[src/rtl/md5_hasher_div_seq.sv]
// Sequential radix-2 restoring divider: signed dividend / unsigned divisor -> signed quotient and remainder.
// Optional build macro MD5_HASHER_DIV_POW2_EN adds a shift/mask shortcut for power-of-two divisors.
module md5_hasher_div_seq #(
  parameter int DIVIDEND_WIDTH = 32,
  parameter int DIVISOR_WIDTH  = 16
) (
  input  logic                      clk,
  input  logic                      reset,
  input  logic                      ce,
  input  logic                      start,
  input  logic [DIVIDEND_WIDTH-1:0] dividend,
  input  logic [DIVISOR_WIDTH-1:0]  divisor,
  output logic                      ready,
  output logic                      done,
  output logic [DIVIDEND_WIDTH-1:0] quotient,
  output logic [DIVISOR_WIDTH:0]    remainder,
  output logic                      div_by_zero
);

  localparam int DW = DIVIDEND_WIDTH;
  localparam int DV = DIVISOR_WIDTH;
  localparam int CW = (DW > 1) ? $clog2(DW) : 1;

  typedef enum logic [1:0] {IDLE, CALC, FIX} state_t;

  state_t        state, state_next;
  logic [DW-1:0] mag;
  logic [DV:0]   rem;
  logic [DV-1:0] dvs;
  logic          sign;
  logic          dbz;
  logic [CW-1:0] cnt;

  logic [DW-1:0] dividend_mag;
  logic [DV:0]   rem_shift;
  logic [DV:0]   rem_sub;
  logic          ge;
  logic          pow_start;
  logic          pow_pending;

  // -2^(W-1) negates to itself, which is exactly its unsigned magnitude.
  assign dividend_mag = dividend[DW-1] ? -dividend : dividend;
  assign rem_shift    = {rem[DV-1:0], mag[DW-1]};
  assign ge           = rem_shift >= {1'b0, dvs};
  assign rem_sub      = rem_shift - {1'b0, dvs};
  assign ready        = (state == IDLE);

`ifdef MD5_HASHER_DIV_POW2_EN
  localparam int SW = (DV > 1) ? $clog2(DV) : 1;

  logic [SW-1:0] shamt;

  assign pow_start = (divisor != '0) && ((divisor & (divisor - 1'b1)) == '0);

  always_comb begin
    shamt = '0;
    for (int i = 0; i < DV; i++) begin
      if (dvs[i]) shamt = SW'(i);
    end
  end

  // One extra FIX edge turns the latched magnitude into shifted quotient and masked remainder.
  always_ff @(posedge clk) begin
    if (reset) begin
      pow_pending <= 1'b0;
    end else if (ce) begin
      if (state == IDLE && start) pow_pending <= pow_start;
      else if (state == FIX)      pow_pending <= 1'b0;
    end
  end
`else
  assign pow_start   = 1'b0;
  assign pow_pending = 1'b0;
`endif

  always_comb begin
    state_next = state;
    case (state)
      IDLE: begin
        if (start) begin
          if (divisor == '0 || pow_start) state_next = FIX;
          else                            state_next = CALC;
        end
      end
      CALC: if (cnt == CW'(DW - 1)) state_next = FIX;
      FIX:  if (!pow_pending) state_next = IDLE;
      default: state_next = IDLE;
    endcase
  end

  always_ff @(posedge clk) begin
    if (reset) begin
      state       <= IDLE;
      mag         <= '0;
      rem         <= '0;
      dvs         <= '0;
      sign        <= 1'b0;
      dbz         <= 1'b0;
      cnt         <= '0;
      done        <= 1'b0;
      quotient    <= '0;
      remainder   <= '0;
      div_by_zero <= 1'b0;
    end else if (ce) begin
      state <= state_next;
      done  <= 1'b0;
      case (state)
        IDLE: begin
          if (start) begin
            mag  <= dividend_mag;
            rem  <= '0;
            dvs  <= divisor;
            sign <= dividend[DW-1];
            dbz  <= (divisor == '0);
            cnt  <= '0;
          end
        end
        CALC: begin
          mag <= {mag[DW-2:0], ge};
          rem <= ge ? rem_sub : rem_shift;
          cnt <= cnt + 1'b1;
        end
        FIX: begin
          if (pow_pending) begin
`ifdef MD5_HASHER_DIV_POW2_EN
            mag <= mag >> shamt;
            rem <= {1'b0, mag[DV-1:0] & (dvs - 1'b1)};
`endif
          end else begin
            done        <= 1'b1;
            div_by_zero <= dbz;
            if (dbz) begin
              quotient  <= '1;
              remainder <= '0;
            end else begin
              quotient  <= sign ? -mag : mag;
              remainder <= sign ? -rem : rem;
            end
          end
        end
        default: ;
      endcase
    end
  end

endmodule

[config.mk]
export PLATFORM = sky130hd
export DESIGN_NAME = md5_hasher_div_seq
export DESIGN_NICKNAME = d
export VERILOG_FILES = /design/src/rtl/md5_hasher_div_seq.sv
export SDC_FILE = /design/constraint.sdc
export NUM_CORES = 1
export LEC_CHECK = 0
export ABC_AREA = 1
export CAP_MARGIN = 25
export CORE_ASPECT_RATIO = 0.8
export CORE_UTILIZATION = 40
export CTS_BUF_LIST = sky130_fd_sc_hd__clkbuf_16
export DETAILED_ROUTE_END_ITERATION = 10
export RECOVER_POWER = 100
export SYNTH_ARGS = -nofsm -noshare
export SYNTH_HDL_FRONTEND = slang
export SYNTH_SLANG_ARGS = --single-unit
[constraint.sdc]
create_clock -name clk -period 4 [get_ports clk]
set_input_delay 0.8 -clock clk [delete_from_list [all_inputs] [get_ports clk]]
set_output_delay 0.8 -clock clk [all_outputs]
set_load 0.005 [all_outputs]
==> results of run 1 <==
-- Yosys cell counts, types with 6 or more instances --
library cell / n / area, µm²
nor3_1: 15 / 75.07
nor2_4: 7 / 78.83
dfxtp_1: 125 / 2502
ha_1: 21 / 262.8
nor2_1: 117 / 439.2
buf_2: 16 / 80.08
o21ai_0: 100 / 500.5
clkbuf_1: 33 / 123.9
nand2_2: 9 / 56.30
inv_1: 150 / 563.0
nand3_1: 133 / 665.6
nor4_1: 6 / 37.54
o211ai_1: 13 / 97.59
nand4_1: 19 / 118.9
xnor2_1: 11 / 96.34
a21oi_1: 138 / 690.7
nand2_1: 327 / 1227
a31oi_1: 17 / 106.4
xor2_1: 10 / 87.58
-- sequential cells by signal (all words and copies together), names as in the netlist, 2 cells and up --
name	flops
cnt	5
dvs	16
mag	32
quotient	32
rem	17
remainder	17
state	2
-- cell type report --
class                      instances  area, µm²  area share [%]
inverter                         154      578.1           5.812
multi-input combinational        979       4810           48.36
timing repair buffer             115       1109           11.15
clock buffer                      17      425.4           4.277
tap                              264      330.3           3.321
clock inverter                    14      191.4           1.925
sequential                       125       2502           25.16
-- per-layer routing --
metal	part of all wire (%)	GRT usage, %	wire length (µm)
met1	56	43.41	14450
met2	36	31.95	9195
met3	7.8	4.005	2027
met4	0.70	4.828	180
met5	0	0	0
-- logic make-up (layout without fill, tap and decap cells) --
group / count (synthesis) / count (layout) / synth area share, %
AO/OA/AOI/OAI: 286 / 286 / 18.73
XOR/XNOR: 21 / 21 / 2.253
flip-flops: 125 / 125 / 30.66
buffers and inverters: 211 / 300 / 10.23
adder cells (fa/ha/maj): 22 / 22 / 3.465
AND/OR/NAND/NOR: 650 / 650 / 34.66
-- report_power, final --
part | internal, mW | leakage [nW] | switching [mW]
logic | 0.479 | 3.10 | 0.918
registers | 1.31 | 1.02 | 0.0794
clock network | 1.04 | 0.305 | 0.599
total | 2.83 | 4.42 | 1.60
-- critical path: cells and delay by family, from the launching register on --
kind / cells / cell delay [ns]
compound gates: 2 / 0.28
buf+inv: 5 / 1.52
simple gates: 3 / 1.02
flops: 1 / 0.31
-- worst paths after layout --
check | start | end | slack, ns | cells after the start
hold reg to reg | dvs[9] | dvs[9] | 0.46 | 2
hold / removal | dvs[9] | dvs[9] | 0.46 | 2
setup reg to reg | state[0] | rem[14] | 0.78 | 10
setup / recovery | state[0] | rem[14] | 0.78 | 10
==> out/metrics.yaml, run 1 <==
clock_tree:
  ctsHoldBuffers: 0
  cts_setup_buffers: 0
  clk_path_buf_depth: 2
  cts_resized: 0
  cts-root-buf: "clkbuf_16"
  cts_tree: "done"
  h-tree-depth: 4
  clk_latency_ns: 0.42
  cts_buffers: 17
  clk_pin_slew_worst_paths_ns: 0.06
  clock_sinks: 125
global_route:
  grt_pass1_vias: 7542
  grt_max_degree: 73
  grt_pass1_wl_mm: 41.97
  grt_overflow: 0
  antenna_found_initial: 0
  track_usage_pct: 25.55
yosys:
  synth_area_um2: 8162
  ys_warn_count: 0
  synth.net_count: 1389
  synthArstFlopShare_pct: 0
  ys_ff_latch: 125
  syn_inst: 1315
  yosysSeqAreaShare_pct: 30.66
  avgSynthCellArea_um2: 6.207
  synth_cell_types: 42
  ys.flop_type: "dfxtp_1"
  synth_edf_count: 0
job:
  drv_cap: 1
critical_path:
  crit_path_end_kind: "flop"
  crit_chain: "buf_4 -> inv_2 -> nor2_1 -> inv_1 -> nor2_1 -> buf_4 -> inv_1 -> o21ai_0 -> nand2_1 -> a21oi_1"
  slowest_delay_ns: 0.73
  arrival_ns: 3.57
  worst-path-max-fanout: 32
  path_class: "flop to flop"
  slowest_stage: "inv_1"
  worstSetupStartpointType: "flop"
  worst_ep_required_time_ns: 4.35
placement:
  post-place-cells: 1637
  io_buffers: 103
  post-dp-hpwl_mm: 19.38
  dp_slack_ns: 0.7703
  dpl_cell_area_um2: 9351
  place.gp.congestion: 0.8697
hold_path:
  hold_class: "flop to flop"
sta:
  hold_viol_final: 0
  timing.final.ws_setup_ns: 0.7800
  maxSlewViolCount: 56
  setup_violations: 0
  slew_headroom_pct: -10.66
  min_period_ns: 3.220
  finalSetupTns_ns: 0
  finClkSkew_ns: 0.008832
  fmax_ghz: 0.3106
  whs_ns: 0.4583
  min_period_over_period_pct: 80.50
  tightest_slew_ns: 1.658
  rsz0062_at_grt: "false"
pwr:
  ir_drop_mv: 0.2266
  power_mw: 4.430
  powerDensity_nw_per_um2: 445.4
  leakage_nw: 4.423
finish:
  fillers: 2098
  area_growth_pct: 21.86
  instances_no_fill: 1668
  final_cell_area_um2: 9946
  post-route-util_pct: 49.94
  nNetsFinal: 1466
  mostFrequentLayoutCells: "nand2_1 (327), inv_1 (152), a21oi_1 (138)"
  diodes: 0
  drive_gt1_share_pct: 4.915
  layout_commonest_cell: "nand2_1"
detailed_routing:
  ant_nets: 0
  drtIter0Drc: 874
  routed_wl_mm: 25.86
  routed_via_density: 5.202
  drt_first_pass_iters: 7
  drcViolationCount: 0
  routedWlPerCell_um: 15.50
  routed-via-count: 8677
floorplan:
  dieWidth_um: 161.7
  core-area_um2: 19910
  fp.dieH_um: 129.8
  die-area_um2: 20980
  start_util_pct: 40.98
  ioPinCount: 104
  row_count: 46
outcome:
  violations: "capacitance limit, slew limit"
  status: "complete, but fails checks"
(Power assumes the default switching activity.)
==> run 2: changes to the inputs <==
==> constraint.sdc (replaced) <==
create_clock -name clk -period 2.64 [get_ports clk]
set_input_delay 0.528 -clock clk [delete_from_list [all_inputs] [get_ports clk]]
set_output_delay 0.528 -clock clk [all_outputs]
set_load 0.005 [all_outputs]
==> out/metrics.yaml, run 2 (synthesis gave the netlist of run 1 again) <==
pwr:
  power_mw: 6.685  # was 4.430 mW
  ir_drop_mv: 0.3667  # was 0.2266 mV
  leakage_nw: 4.453  # was 4.423 nW
  powerDensity_nw_per_um2: 666.0  # was 445.4 nW/µm²
sta:
  finClkSkew_ns: 0.01268  # was 0.008832 ns
  tightest_slew_ns: 1.063  # was 1.658 ns
  min_period_over_period_pct: 90.74  # was 80.50%
  hold_viol_final: 0  # unchanged
  slew_headroom_pct: 29.03  # was -10.66%
  setup_violations: 0  # unchanged
  rsz0062_at_grt: "false"  # unchanged
  finalSetupTns_ns: 0  # unchanged
  whs_ns: 0.4162  # was 0.4583 ns
  min_period_ns: 2.396  # was 3.220 ns
  fmax_ghz: 0.4174  # was 0.3106 GHz
  maxSlewViolCount: 0  # was 56
  timing.final.ws_setup_ns: 0.2445  # was 0.7800 ns
floorplan:
  die-area_um2: 20980  # unchanged
  start_util_pct: 40.98  # unchanged
  fp.dieH_um: 129.8  # unchanged
  core-area_um2: 19910  # unchanged
  dieWidth_um: 161.7  # unchanged
  row_count: 46  # unchanged
  ioPinCount: 104  # unchanged
outcome:
  status: "finished, final reports clean"  # was complete, but fails checks
finish:
  mostFrequentLayoutCells: "nand2_1 (327), inv_1 (152), a21oi_1 (138)"  # unchanged
  nNetsFinal: 1478  # was 1,466
  diodes: 0  # unchanged
  drive_gt1_share_pct: 5.787  # was 4.915%
  final_cell_area_um2: 10040  # was 9946 µm²
  layout_commonest_cell: "nand2_1"  # unchanged
  instances_no_fill: 1681  # was 1,668
  area_growth_pct: 22.98  # was 21.86%
  post-route-util_pct: 50.40  # was 49.94%
  fillers: 2150  # was 2,098
  reg_top3: "mag: 32 flops, quotient: 32 flops"  # unchanged
global_route:
  grt_overflow: 0  # unchanged
  grt_pass1_wl_mm: 40.58  # was 41.97 mm
  grt_max_degree: 65  # was 73
  grt_pass1_vias: 7337  # was 7,542
  antenna_found_initial: 0  # unchanged
  track_usage_pct: 24.77  # was 25.55%
clock_tree:
  cts_setup_buffers: 0  # unchanged
  ctsHoldBuffers: 0  # unchanged
  clk_latency_ns: 0.42  # about the same
  cts_tree: "done"  # unchanged
  h-tree-depth: 4  # unchanged
  cts-root-buf: "clkbuf_16"  # unchanged
  clock_sinks: 125  # unchanged
  cts_buffers: 17  # unchanged
  clk_pin_slew_worst_paths_ns: 0.06  # about the same
  cts_resized: 0  # unchanged
  clk_path_buf_depth: 2  # unchanged
critical_path:
  crit_path_end_kind: "flop"  # unchanged
  r2r_start: "state[0]"  # unchanged
  path_class: "flop to flop"  # unchanged
  worst_ep_required_time_ns: 2.98  # was 4.35 ns
  arrival_ns: 2.74  # was 3.57 ns
  cp-startpoint: "state[0]"  # unchanged
  worstSetupStartpointType: "flop"  # unchanged
  worst-path-max-fanout: 32  # unchanged
hold_path:
  min-delay-start: "reset"  # was dvs[9]
  hold_class: "input port to flop"  # was flop to flop
placement:
  io_buffers: 103  # unchanged
  dpl_cell_area_um2: 9467  # was 9351 µm²
  post-dp-hpwl_mm: 19.42  # was 19.38 mm
  post-place-cells: 1649  # was 1,637
  dp_slack_ns: 0.1288  # was 0.7703 ns
  place.gp.congestion: 0.8870  # was 0.8697
detailed_routing:
  routed_wl_mm: 25.38  # was 25.86 mm
  drt_first_pass_iters: 7  # unchanged
  routed-via-count: 8800  # was 8,677
  drtIter0Drc: 720  # was 874
  routed_via_density: 5.235  # was 5.202
  routedWlPerCell_um: 15.10  # was 15.50 µm
  ant_nets: 0  # unchanged
  drcViolationCount: 0  # unchanged
job:
  drv_cap: 0  # was 1
## run 2: layer usage
layer	share of wire, %	global-route usage, %	routed length (µm)	up-vias
li1	-	-	-	4529
met3	9.2	4.959	2330	21
met4	0.91	4.883	232	0
met1	55	42.12	14060	3904
met5	0	0	0	-
met2	35	29.99	8758	346
## run 2: worst paths after layout
check,end,cells after the start,slack (ns)
worst max-delay path,rem[2],8,0.24
worst min-delay path,done,2,0.42
worst max register to register,rem[2],8,0.24
worst min register to register,dvs[9],2,0.46
## run 2: area by class of cell
class | instances | area, µm² | share of cell area, %
multi-input combinational | 979 | 4820 | 48.02
sequential | 125 | 2502 | 24.93
timing repair buffer | 127 | 1196 | 11.92
inverter | 154 | 578.1 | 5.759
clock buffer | 17 | 425.4 | 4.238
tap | 264 | 330.3 | 3.291
clock inverter | 15 | 185.2 | 1.845
## run 2: worst max-delay path, cell delays in order (launching register included)
cell      delay, ns
dfxtp_1        0.48
inv_1          0.26
nor2_4         0.33
inv_2          0.32
nor2_1         0.16
clkbuf_2       0.31
buf_4          0.22
nand3_1        0.09
a21oi_1        0.14
## run 2: where the power goes
part / switching (mW) / internal (mW)
combinational: 1.38 / 0.744
clock: 0.951 / 1.50
sequential: 0.126 / 1.99
total: 2.45 / 4.23
==> run 3: changes to the inputs <==
--- a/config.mk
+++ b/config.mk
@@ -12,6 +12,7 @@
 export CTS_BUF_LIST = sky130_fd_sc_hd__clkbuf_16
 export DETAILED_ROUTE_END_ITERATION = 10
 export RECOVER_POWER = 100
+export SKIP_CTS_REPAIR_TIMING = 1
 export SYNTH_ARGS = -nofsm -noshare
 export SYNTH_HDL_FRONTEND = slang
 export SYNTH_SLANG_ARGS = --single-unit
==> constraint.sdc (replaced) <==
create_clock -name clk -period 2.05 [get_ports clk]
set_input_delay 0.41 -clock clk [delete_from_list [all_inputs] [get_ports clk]]
set_output_delay 0.41 -clock clk [all_outputs]
set_load 0.005 [all_outputs]
==> out/metrics.yaml, run 3 (synthesis gave the netlist of run 1 again) <==
outcome:
  status: "finished, final reports clean"  # unchanged
critical_path:
  worst_ep_required_time_ns: 1.64  # was 2.98 ns
  r2r_start: "rem[5]"  # was state[0]
  crit_path_end_kind: "output port"  # was flop
  cp-startpoint: "state[0]"  # unchanged
  worst-path-max-fanout: 9  # was 32
  slowest_stage: "clkdlybuf4s50_1"  # was dfxtp_1
  path_class: "flop to output port"  # was flop to flop
  slowest_delay_ns: 0.54  # was 0.48 ns
  crit_chain: "nor2_2 -> clkdlybuf4s50_1"  # was inv_1 -> nor2_4 -> inv_2 -> nor2_1 -> clkbuf_2 -> buf_4 -> nand3_1 -> a21oi_1
  arrival_ns: 1.63  # was 2.74 ns
  worstSetupStartpointType: "flop"  # unchanged
detailed_routing:
  routedWlPerCell_um: 15.22  # was 15.10 µm
  drt_first_pass_iters: 7  # unchanged
  routed_via_density: 5.158  # was 5.235
  drcViolationCount: 0  # unchanged
  routed_wl_mm: 27.33  # was 25.38 mm
  ant_nets: 0  # unchanged
  drtIter0Drc: 905  # was 720
  routed-via-count: 9258  # was 8,800
global_route:
  antenna_found_initial: 0  # unchanged
  grt_max_degree: 73  # was 65
  track_usage_pct: 26.57  # was 24.77%
  grt_overflow: 0  # unchanged
  grt_pass1_wl_mm: 43.37  # was 40.58 mm
  grt_pass1_vias: 7920  # was 7,337
pwr:
  p_seq_share_pct: 29.2  # was 31.6%
  power_frac_comb_pct: 35.7  # was 31.7%
  swShare_pct: 36.05  # was 36.69%
  intPower_mw: 5.924  # was 4.232 mW
  power_frac_clock_pct: 35.0  # was 36.7%
  ir_drop_mv: 0.4730  # was 0.3667 mV
  p_switching_mw: 3.340  # was 2.453 mW
  powerDensity_nw_per_um2: 833.6  # was 666.0 nW/µm²
  leakage_nw: 5.063  # was 4.453 nW
finish:
  drive_gt1_share_pct: 14.24  # was 5.787%
  reg_top3: "mag: 32 flops, quotient: 32 flops"  # unchanged
  diodes: 0  # unchanged
  layout_commonest_cell: "nand2_1"  # unchanged
  area_growth_pct: 36.16  # was 22.98%
  final_cell_area_um2: 11110  # was 10,040 µm²
  nNetsFinal: 1592  # was 1,478
  fillers: 2032  # was 2,150
  instances_no_fill: 1795  # was 1,681
  mostFrequentLayoutCells: "nand2_1 (326), inv_1 (152), a21oi_1 (135)"  # was nand2_1 (327), inv_1 (152), a21oi_1 (138)
floorplan:
  dieWidth_um: 161.7  # unchanged
  core-area_um2: 19910  # unchanged
  start_util_pct: 40.98  # unchanged
  row_count: 46  # unchanged
  die-area_um2: 20980  # unchanged
  fp.dieH_um: 129.8  # unchanged
  ioPinCount: 104  # unchanged
clock_tree:
  clk_latency_ns: 0.43  # was 0.42 ns
  cts_buffers: 17  # unchanged
  clock_sinks: 125  # unchanged
  clk_path_buf_depth: 2  # unchanged
  cts-root-buf: "clkbuf_16"  # unchanged
  h-tree-depth: 4  # unchanged
  cts_tree: "done"  # unchanged
  clk_pin_slew_worst_paths_ns: 0.06  # about the same
sta:
  slew_headroom_pct: 46.52  # was 29.03%
  tightest_slew_ns: 0.8023  # was 1.063 ns
  setup_violations: 0  # unchanged
  rsz0062_at_grt: "true"  # was false
  min_period_over_period_pct: 99.52
  fmax_ghz: 0.4902
  whs_ns: 0.4620  # was 0.4162 ns
  hold_viol_final: 0  # unchanged
  min_period_ns: 2.040
  maxSlewViolCount: 0  # unchanged
  finClkSkew_ns: 0.01613  # was 0.01268 ns
  finalSetupTns_ns: 0  # unchanged
placement:
  io_buffers: 103  # unchanged
  place.gp.congestion: 0.9146  # was 0.8870
  post-dp-hpwl_mm: 21.14  # was 19.42 mm
  dpl_cell_area_um2: 10370  # was 9467 µm²
  post-place-cells: 1761  # was 1,649
job:
  drv_cap: 0  # unchanged
hold_path:
  min-delay-start: "remainder[9]"  # was reset
  hold_class: "flop to flop"  # was input port to flop
-- run 3: stage by stage --
step	setup WS, ns	utilization (%)	power, mW
after detailed placement	-0.2301	52.07	5.877
after floorplan	0.2178	-	4.750
final	0.009934	55.81	9.264
after global placement	-0.2536	52.07	5.858
after global routing	-0.04969	55.81	9.782
after CTS	-0.04915	55.20	9.127
-- run 3: critical path, delay by kind of cell, from the launching register on --
| kind | cells | cell delay [ns] |
|---|---|---|
| buf+inv | 1 | 0.54 |
| flops | 1 | 0.43 |
| simple gates | 1 | 0.23 |
-- run 3: worst paths after layout --
check / end / slack [ns] / cells after the start
worst max register to register: rem[12] / 0.06 / 10
worst min-delay path: remainder[9] / 0.46 / 2
worst max-delay path: ready / 0.01 / 2
worst min register to register: remainder[9] / 0.46 / 2
-- run 3: area by class of cell --
cell class / count / area, µm² / share of cell area [%]
Clock buffer: 17 / 425.4 / 3.828
Clock inverter: 15 / 196.4 / 1.768
Inverter: 154 / 578.1 / 5.202
Multi-Input combinational cell: 979 / 5005 / 45.03
Sequential cell: 125 / 2504 / 22.53
Tap cell: 264 / 330.3 / 2.972
Timing Repair Buffer: 241 / 2074 / 18.67
-- run 3: power groups by stage --
stage,Clock [mW],Sequential [mW],Combinational (mW)
2_1_floorplan,0,2.70,2.05
3_3_place_gp,0,2.74,3.12
6_report,3.25,2.71,3.31
5_1_grt,3.39,2.72,3.68
3_5_place_dp,0,2.74,3.13
4_1_cts,3.28,2.69,3.16
-- run 3: metal layers --
metal	wire, µm	share of wire (%)	GRT usage (%)
met5	0	0	0
met4	139	0.51	5.660
met3	2119	7.8	4.514
met2	9681	35	32.58
met1	15390	56	45.15
